<file path="src/rtl/lsu_mem_ctrl.sv">
// Load/store unit: turns one decoded load/store into a single data-memory bus
// transaction with byte enables, store replication, load extension and error flags.
module lsu_mem_ctrl #(
   parameter int TIMEOUT = 255
) (
   input  logic        clk,
   input  logic        rst_n,
   input  logic        mr,
   input  logic        mw,
   input  logic [2:0]  MemType,
   input  logic [31:0] addr,
   input  logic [31:0] wdata,
   output logic        stall,
   output logic        done,
   output logic [31:0] rdata,
   output logic        rdata_valid,
   output logic        err,
   output logic [1:0]  err_code,
   output logic        mem_req,
   output logic        mem_we,
   output logic [31:0] mem_addr,
   output logic [3:0]  mem_be,
   output logic [31:0] mem_wdata,
   input  logic        mem_ready,
   input  logic [31:0] mem_rdata
);

   typedef enum logic [1:0] {
      S_IDLE,
      S_REQ,
      S_DONE
   } state_t;

   localparam logic [1:0] EC_MISALIGN = 2'b01;
   localparam logic [1:0] EC_ILLEGAL  = 2'b10;
   localparam logic [1:0] EC_TIMEOUT  = 2'b11;
   localparam logic [7:0] CNT_LAST    = 8'(TIMEOUT - 1);

   state_t      state;
   logic [7:0]  cnt;
   logic [2:0]  ld_type;
   logic [1:0]  ld_off;
   logic        is_load;

   logic        start;
   logic        illegal;
   logic        misalign;
   logic [3:0]  be_c;
   logic [31:0] wdata_c;
   logic [31:0] ld_ext;

   assign start = mr | mw;
   assign stall = ((state == S_IDLE) && start) || (state == S_REQ);

   // Access size comes from MemType[1:0]: 00 byte, 01 half, 10 word.
   always_comb begin
      illegal = 1'b0;
      if (mr && mw)
         illegal = 1'b1;
      else if (mr)
         illegal = (MemType == 3'b011) || (MemType == 3'b110) || (MemType == 3'b111);
      else if (mw)
         illegal = (MemType != 3'b000) && (MemType != 3'b001) && (MemType != 3'b010);
   end

   always_comb begin
      misalign = 1'b0;
      case (MemType[1:0])
         2'b01:   misalign = addr[0];
         2'b10:   misalign = (addr[1:0] != 2'b00);
         default: misalign = 1'b0;
      endcase
   end

   always_comb begin
      be_c    = 4'b1111;
      wdata_c = wdata;
      case (MemType[1:0])
         2'b00: begin
            be_c    = 4'b0001 << addr[1:0];
            wdata_c = {4{wdata[7:0]}};
         end
         2'b01: begin
            be_c    = addr[1] ? 4'b1100 : 4'b0011;
            wdata_c = {2{wdata[15:0]}};
         end
         default: begin
            be_c    = 4'b1111;
            wdata_c = wdata;
         end
      endcase
   end

   // Lane select and extension of the returned word, using the latched access.
   always_comb begin
      logic [7:0]  b;
      logic [15:0] h;
      case (ld_off)
         2'b00:   b = mem_rdata[7:0];
         2'b01:   b = mem_rdata[15:8];
         2'b10:   b = mem_rdata[23:16];
         default: b = mem_rdata[31:24];
      endcase
      h = ld_off[1] ? mem_rdata[31:16] : mem_rdata[15:0];
      case (ld_type)
         3'b000:  ld_ext = {{24{b[7]}}, b};
         3'b001:  ld_ext = {{16{h[15]}}, h};
         3'b100:  ld_ext = {24'b0, b};
         3'b101:  ld_ext = {16'b0, h};
         default: ld_ext = mem_rdata;
      endcase
   end

   always_ff @(posedge clk or negedge rst_n) begin
      if (!rst_n) begin
         state       <= S_IDLE;
         cnt         <= 8'd0;
         ld_type     <= 3'd0;
         ld_off      <= 2'd0;
         is_load     <= 1'b0;
         done        <= 1'b0;
         rdata       <= 32'd0;
         rdata_valid <= 1'b0;
         err         <= 1'b0;
         err_code    <= 2'b00;
         mem_req     <= 1'b0;
         mem_we      <= 1'b0;
         mem_addr    <= 32'd0;
         mem_be      <= 4'd0;
         mem_wdata   <= 32'd0;
      end else begin
         case (state)
            S_IDLE: begin
               done        <= 1'b0;
               rdata_valid <= 1'b0;
               err         <= 1'b0;
               err_code    <= 2'b00;
               if (start) begin
                  if (illegal || misalign) begin
                     // Rejected accesses never touch the bus.
                     done     <= 1'b1;
                     err      <= 1'b1;
                     err_code <= illegal ? EC_ILLEGAL : EC_MISALIGN;
                     rdata    <= 32'd0;
                     state    <= S_DONE;
                  end else begin
                     mem_req   <= 1'b1;
                     mem_we    <= mw;
                     mem_addr  <= {addr[31:2], 2'b00};
                     mem_be    <= be_c;
                     mem_wdata <= wdata_c;
                     ld_type   <= MemType;
                     ld_off    <= addr[1:0];
                     is_load   <= mr;
                     cnt       <= 8'd0;
                     state     <= S_REQ;
                  end
               end
            end
            S_REQ: begin
               if (mem_ready) begin
                  mem_req     <= 1'b0;
                  done        <= 1'b1;
                  rdata       <= is_load ? ld_ext : 32'd0;
                  rdata_valid <= is_load;
                  state       <= S_DONE;
               end else if (cnt == CNT_LAST) begin
                  // Request has now been held for TIMEOUT cycles.
                  mem_req  <= 1'b0;
                  done     <= 1'b1;
                  err      <= 1'b1;
                  err_code <= EC_TIMEOUT;
                  rdata    <= 32'd0;
                  state    <= S_DONE;
               end else begin
                  cnt <= cnt + 8'd1;
               end
            end
            S_DONE: begin
               done        <= 1'b0;
               rdata_valid <= 1'b0;
               err         <= 1'b0;
               err_code    <= 2'b00;
               state       <= S_IDLE;
            end
            default: state <= S_IDLE;
         endcase
      end
   end

endmodule

</file>
<file path="config.mk">
export PLATFORM = sky130hd
export DESIGN_NAME = lsu_mem_ctrl
export DESIGN_NICKNAME = d
export VERILOG_FILES = /design/src/rtl/lsu_mem_ctrl.sv
export SDC_FILE = /design/constraint.sdc
export NUM_CORES = 1
export LEC_CHECK = 0
export BUFFER_PORTS_ARGS = -buffer_cell sky130_fd_sc_hd__buf_4
export CORE_UTILIZATION = 52
export CTS_BUF_LIST = sky130_fd_sc_hd__clkbuf_8
export CTS_CLUSTER_SIZE = 25
export DETAILED_ROUTE_END_ITERATION = 10
export PLACE_DENSITY = 0.86
export SLEW_MARGIN = 15
export SYNTH_ARGS = -nofsm -noshare
export SYNTH_HDL_FRONTEND = slang
export SYNTH_SLANG_ARGS = --single-unit
</file>
<file path="constraint.sdc">
create_clock -name clk -period 2.6 [get_ports clk]
set_input_delay 0 -clock clk [delete_from_list [all_inputs] [get_ports clk]]
set_output_delay 0 -clock clk [all_outputs]
set_load 0.005 [all_outputs]
</file>
==> impl_metrics.csv, run 1 <==
group,metric,value,unit
outcome,status,"completed",
detailed_routing,drt_iter0_markers,388,
sta,whs,0.219,ns
finish,multi_input_area,2620,um2
sta,relSlewSlack,0.220,
logic_synthesis,ys_seq_area_frac,0.516,
setup_path,cpMostUsedCell,"buf_4",
placed_design,dp.final_hpwl,11.8,mm
finish,nets,972,
clock_network,clk_latency,0.45,ns
logic_synthesis,synth_edf_count,0,
floorplan,dieHeight,108,um
setup_path,cp.arrival,2.76,ns
job,cap_violations,0,
finish,drive_gt1_frac,0.353,
sta,rsz0062_at_grt,"yes",
logic_synthesis,ys_warn_count,0,
sta,fin_crit_sh,0.958,
setup_path,cp-start-kind,"input pin",
setup_path,worstPathCellList,"dlygate4sd3_1, buf_4, inv_1, ha_1, or4b_1, and4_4, a311oi_2, o21ai_2, buf_4, o2bb2ai_1",
floorplan,fp-row-count,38,
sta,setup_viol,0,
logic_synthesis,synth_top_cell_by_area,"dfrtp_1",
floorplan,start_util,0.537,
floorplan,core,10900,um2
clock_network,cts_tree,"done",
logic_synthesis,synth_cells,544,
pwr,vdd_drop_max,619,uV
finish,area_delta_synth_final,53.4,%
finish,n_fill_cell,565,
placed_design,pre_cts_ws,0.233,ns
placed_design,dp_cells,871,
setup_path,critPathTopFamily,"buffers and inverters",
clock_network,clk_pin_slew_worst_paths,0.07,ns
detailed_routing,drtPass1Iterations,6,
logic_synthesis,synthMostInstantiatedCell,"dfrtp_1",
worst_hold_path,hold_class,"in2async",
setup_path,end_kind,"flop",
logic_synthesis,synth_top_area_share,0.516,
setup_path,cp_max_fo,14,
sta,hold_viol,0,
clock_network,clk_path_buf_depth,2,
logic_synthesis,synthTopCellsByArea,"dfrtp_1 52%, mux2_2 8.8%, o2bb2ai_1 3.6%, a21oi_1 3.2%, nor2_1 2.7%",
clock_network,cts-buffers-inserted,17,
placed_design,port_buffers,209,
sta,tightest_slew,1.16,ns
global_route,grt_pass1_wl,32.2,mm
logic_synthesis,syn_avg_cell_area,10.8,um2
pwr,p_leak,4.19,nW
clock_network,cts_num_sinks,121,
placed_design,routabilityCongestion,0.826,
floorplan,dieArea,11700,um2
detailed_routing,ant_nets,0,
setup_path,cp.required,2.87,ns
detailed_routing,wire_per_inst,21.0,um
setup_path,path_class,"in2reg",
floorplan,pin_count,212,
logic_synthesis,synthFlopType,"dfrtp_1",
global_route,overflow,0,
detailed_routing,viasPerCell,6.02,
finish,seq_area,3030,um2
sta,fin_ws,0.109,ns
setup_path,critPathMaxStageDelay,0.55,ns
setup_path,crit_slowest_cell,"dlygate4sd3_1",
sta,fmax,401,MHz
sta,slew_violations,0,
sta,clock_skew,0.0124,ns
setup_path,r2r_setup_slack,0.12,ns
detailed_routing,drcViolationCount,0,
global_route,antenna_found_initial,0,
global_route,grt_pass1_vias,6356,
finish,stdcell_count,1006,
global_route,grt_max_degree,93,
logic_synthesis,async_reset_ff_frac,1.00,
clock_network,cts_setup_buffers,0,
sta,post-route-min-period,2.49,ns
detailed_routing,drt-total-wl,21.1,mm
clock_network,root_buffer,"clkbuf_8",
finish,antenna_cells,0,
logic_synthesis,synth.distinct_cells,54,
detailed_routing,dr_total_vias,6060,
logic_synthesis,synth_area,5870,um2
logic_synthesis,synth_seq_cells,121,
clock_network,htree_num_levels,4,
pwr,power_density,935,nW/um2
setup_path,critical_path_buf_inv_count,4,
global_route,grt_usage,0.369,
logic_synthesis,ys_top_cells_by_count,"121 x dfrtp_1, 46 x mux2_2, 42 x nor2_1, 38 x a21oi_1, 36 x nand2_1",
floorplan,die_w,108,um
-- worst reg2reg max path: stages, from the launching register on --
cell and delay [ns]:
dfrtp_1 0.42, inv_1 0.12, ha_1 0.37, o21ai_0 0.25
nor3_2 0.28, clkbuf_16 0.41, buf_4 0.32, nor2_1 0.09
a21oi_1 0.15
-- final cells by class --
| class | instances | share of cell area |
|---|---|---|
| clock inverters | 6 | 0.00583 |
| multi-input cells | 369 | 0.291 |
| repair buffers | 331 | 0.308 |
| inverters | 18 | 0.00750 |
| well taps | 140 | 0.0194 |
| flip-flops and latches | 121 | 0.336 |
| clock buffers | 21 | 0.0321 |
-- layout by cell type (no fill, tap or decap), drive strengths merged, types with 16 or more instances in the layout --
master       instances
o2bb2ai             24
o21ai               27
inv                 20
nand2               36
dfrtp              121
a21oi               38
clkbuf              22
mux2                46
nor2b               19
nor2                42
a22oi               16
dlygate4sd3        108
buf                222
-- power by group --
part	internal [mW]	leakage, nW	switching [mW]
sequential	2.57	1.50	0.521
clock	0.818	0.188	0.757
combinational	1.93	2.50	1.83
-- worst paths after layout --
check	end	startpoint	cells past startpoint
worst max-delay path	rdata[23]$_DFFE_PN0P_	MemType[1]	10
worst min-delay path	cnt[7]$_DFFE_PN0P_	rst_n	2
worst max register to register	mem_wdata[9]$_DFFE_PN0P_	state[1]$_DFFE_PN0P_	8
worst min register to register	rdata[18]$_DFFE_PN0P_	rdata[18]$_DFFE_PN0P_	1
max in group asynchronous	mem_wdata[4]$_DFFE_PN0P_	rst_n	3
min in group clk	mem_addr[13]$_DFFE_PN0P_	addr[13]	3
-- routing by layer --
layer / wire (um) / GRT usage / vias to the layer above / share of wire
met5: 0 / 0 / - / 0
met4: 1200 / 0.224 / 0 / 0.057
met3: 1850 / 0.0946 / 111 / 0.088
met2: 10800 / 0.647 / 440 / 0.51
met1: 7330 / 0.400 / 2901 / 0.35
li1: - / - / 2608 / -
-- cells by family (layout without fill, tap and decap cells) --
kind of cell / Yosys count / in the layout / share of synthesized area
simple gates: 137 / 137 / 0.115
other cells: 1 / 2 / 0.000639
flops: 121 / 121 / 0.516
compound gates: 158 / 158 / 0.188
fa+ha+maj: 10 / 10 / 0.0213
mux: 62 / 62 / 0.118
buf+inv: 55 / 376 / 0.0420
-- metrics by stage --
| stage | area (um2) | utilization | total power [mW] | setup TNS, ns |
|---|---|---|---|---|
| after global placement | 7570 | 0.692 | 6.25 | 0 |
| after detailed placement | 7570 | 0.692 | 6.44 | 0 |
| after CTS | 8990 | 0.822 | 8.11 | 0 |
| final | 9010 | 0.824 | 8.43 | 0 |
| after global routing | 9010 | 0.824 | 8.82 | -0.0396 |
| after floorplan | 5880 | - | 4.79 | 0 |
-- sequential cells by signal (all words and copies together), names as in the netlist, 2 cells and up --
name       cells
cnt            8
mem_addr      30
ld_type        3
state          2
mem_wdata     32
mem_be         4
rdata         32
ld_off         2
err_code       2
-- timing repair --
item,CTS,global route
hold buffers,108,0
hold endpoints to repair,170,0
gates resized for setup,0,2
endpoints found under the setup margin,0,2
(Power assumes the default switching activity.)
==> inputs of run 2 (changes only) <==
CORE_UTILIZATION = 30   (was 52)
PLACE_DENSITY = 0.56   (was 0.86)
==> run 2 against run 1 <==
Clock-buffer cell count unchanged; sequential power shrank 2%; die area increased by 72%; cell count increased by 13%; non-clock buffer count is 3 higher; sequential share of layout area is 1.2 points lower; core utilization down 33 points; sequential cell count did not move; maximum frequency rose by 0.74%; global-route usage decreased by 18 points; combinational power shrank 4%; first-iteration DRC count shrank 36%; highest routed layer unchanged.
==> impl_metrics.csv, run 2 (synthesized netlist as in run 1, its figures left out) <==
group,metric,value,unit
sta,rsz0062_at_grt,"no",
pwr,power_density,930,nW/um2
floorplan,dieArea,20100,um2
outcome,status,"completed",
clock_network,cts_tree,"done",
placed_design,place_area,7780,um2
detailed_routing,wire_per_inst,16.0,um
setup_path,cp_max_fo,15,
finish,antenna_cells,0,
pwr,power_frac_comb,0.415,
floorplan,start_util,0.310,
global_route,grt_pass1_vias,5719,
clock_network,root_buffer,"clkbuf_8",
sta,fin_crit_sh,0.951,
setup_path,path_class,"in2reg",
finish,layout_common_cells,"225 x buf_4, 121 x dfrtp_1, 106 x dlygate4sd3_1",
setup_path,r2r-start,"state[1]$_DFFE_PN0P_",
detailed_routing,drt-total-wl,18.2,mm
pwr,p_switching,2.91,mW
sta,clock_skew,0.00823,ns
placed_design,dp_cells,996,
setup_path,end_kind,"flop",
sta,fin_tns_setup,0,ns
finish,n_fill_cell,1732,
finish,fin_util,0.493,
placed_design,pre_cts_ws,0.186,ns
detailed_routing,drtPass1Iterations,4,
global_route,antenna_found_initial,0,
finish,top_regs,"mem_wdata: 32 flops, rdata: 32 flops, mem_addr: 30 flops",
setup_path,setup.worst_path.start,"MemType[1]",
finish,nets,975,
detailed_routing,drcViolationCount,0,
sta,setup_viol,0,
setup_path,crit_slowest_cell,"dlygate4sd3_1",
setup_path,critPathMaxStageDelay,0.54,ns
sta,tightest_slew,0.696,ns
finish,mostFrequentLayoutCell,"buf_4",
finish,stdcell_count,1134,
placed_design,routabilityCongestion,0.801,
clock_network,clk_pin_slew_worst_paths,0.07,ns
sta,fin_ws,0.127,ns
finish,multi_input_area,2630,um2
detailed_routing,ant_nets,0,
sta,hold_viol,0,
clock_network,cts_setup_buffers,0,
setup_path,cp-start-kind,"input pin",
detailed_routing,dr_total_vias,5493,
clock_network,cts_num_sinks,121,
setup_path,worstPathCellList,"dlygate4sd3_1, buf_4, inv_1, ha_1, or4b_1, and4_4, a311oi_2, o21ai_2, buf_4, o2bb2ai_1",
pwr,vdd_drop_max,444,uV
finish,seq_area,3030,um2
job,cap_violations,0,
pwr,p_leak,4.27,nW
worst_hold_path,hold_class,"in2reg",
pwr,power.share.switching,0.335,
sta,relSlewSlack,0.536,
floorplan,core,19000,um2
worst_hold_path,hold_path.startpoint,"mem_rdata[7]",
clock_network,cts-buffers-inserted,17,
sta,fmax,404,MHz
pwr,internal-power,5.77,mW
global_route,grt_max_degree,72,
sta,post-route-min-period,2.47,ns
pwr,seqPwrFrac,0.349,
global_route,overflow,0,
finish,drive_gt1_frac,0.362,
setup_path,cpMostUsedCell,"buf_4",
global_route,grt_pass1_wl,29.0,mm
floorplan,die_w,142,um
clock_network,clk_latency,0.43,ns
setup_path,cp.required,2.89,ns
floorplan,fp-row-count,50,
pwr,total_power,8.69,mW
floorplan,dieHeight,142,um
placed_design,port_buffers,209,
global_route,grt_usage,0.184,
detailed_routing,drt_iter0_markers,248,
sta,whs,0.0664,ns
setup_path,cp.arrival,2.76,ns
floorplan,pin_count,212,
placed_design,dp.final_hpwl,12.8,mm
pwr,clockPowerShare,0.235,
detailed_routing,viasPerCell,4.84,
clock_network,htree_num_levels,4,
finish,area_delta_synth_final,59.0,%
setup_path,r2r_setup_slack,0.24,ns
finish,finalInstanceArea,9340,um2
clock_network,clk_path_buf_depth,2,
sta,slew_violations,0,
-- run 2: final cells by class --
cell class	count	area share
clock buffer	21	0.0309
tap	260	0.0348
inverter	18	0.00723
timing repair buffer	334	0.301
sequential	121	0.324
clock inverter	11	0.0206
multi-input combinational	369	0.281
-- run 2: path summary, 6_finish.rpt --
| path | endpoint | cells past startpoint |
|---|---|---|
| max in group asynchronous | mem_addr[17]$_DFFE_PN0P_ | 3 |
| worst min register to register | rdata[21]$_DFFE_PN0P_ | 1 |
| worst min-delay path | rdata[7]$_DFFE_PN0P_ | 4 |
| worst max-delay path | rdata[31]$_DFFE_PN0P_ | 10 |
| worst max register to register | mem_addr[17]$_DFFE_PN0P_ | 7 |
| min in group asynchronous | mem_wdata[16]$_DFFE_PN0P_ | 2 |
-- run 2: worst max-delay path: cells and delay by family --
family,cells,cell delay [ns]
buffers and inverters,4,1.08
AO/OA/AOI/OAI,3,0.74
AND/OR/NAND/NOR,2,0.72
adder cells (fa/ha/maj),1,0.21
-- run 2: power groups by stage --
| stage | sequential, mW | combinational [mW] | clock [mW] |
|---|---|---|---|
| global route | 3.13 | 3.95 | 2.18 |
| floorplan | 3.01 | 1.79 | 0 |
| finish | 3.04 | 3.61 | 2.04 |
| global placement | 3.03 | 3.39 | 0 |
| detailed placement | 3.05 | 3.48 | 0 |
| CTS | 3.03 | 3.63 | 2.11 |
-- run 2: layer usage --
layer / vias to the layer above / part of all wire / GRT usage
li1: 2629 / - / -
met1: 2685 / 0.42 / 0.222
met2: 160 / 0.51 / 0.316
met3: 19 / 0.053 / 0.0553
met4: 0 / 0.013 / 0.0549
met5: - / 0 / 0
-- run 2: what timing repair did --
action                                  4_1_cts  5_1_grt
resized for setup                             0        1
hold buffers                                106        0
hold endpoints to repair                    155        0
endpoints found under the setup margin        0        1
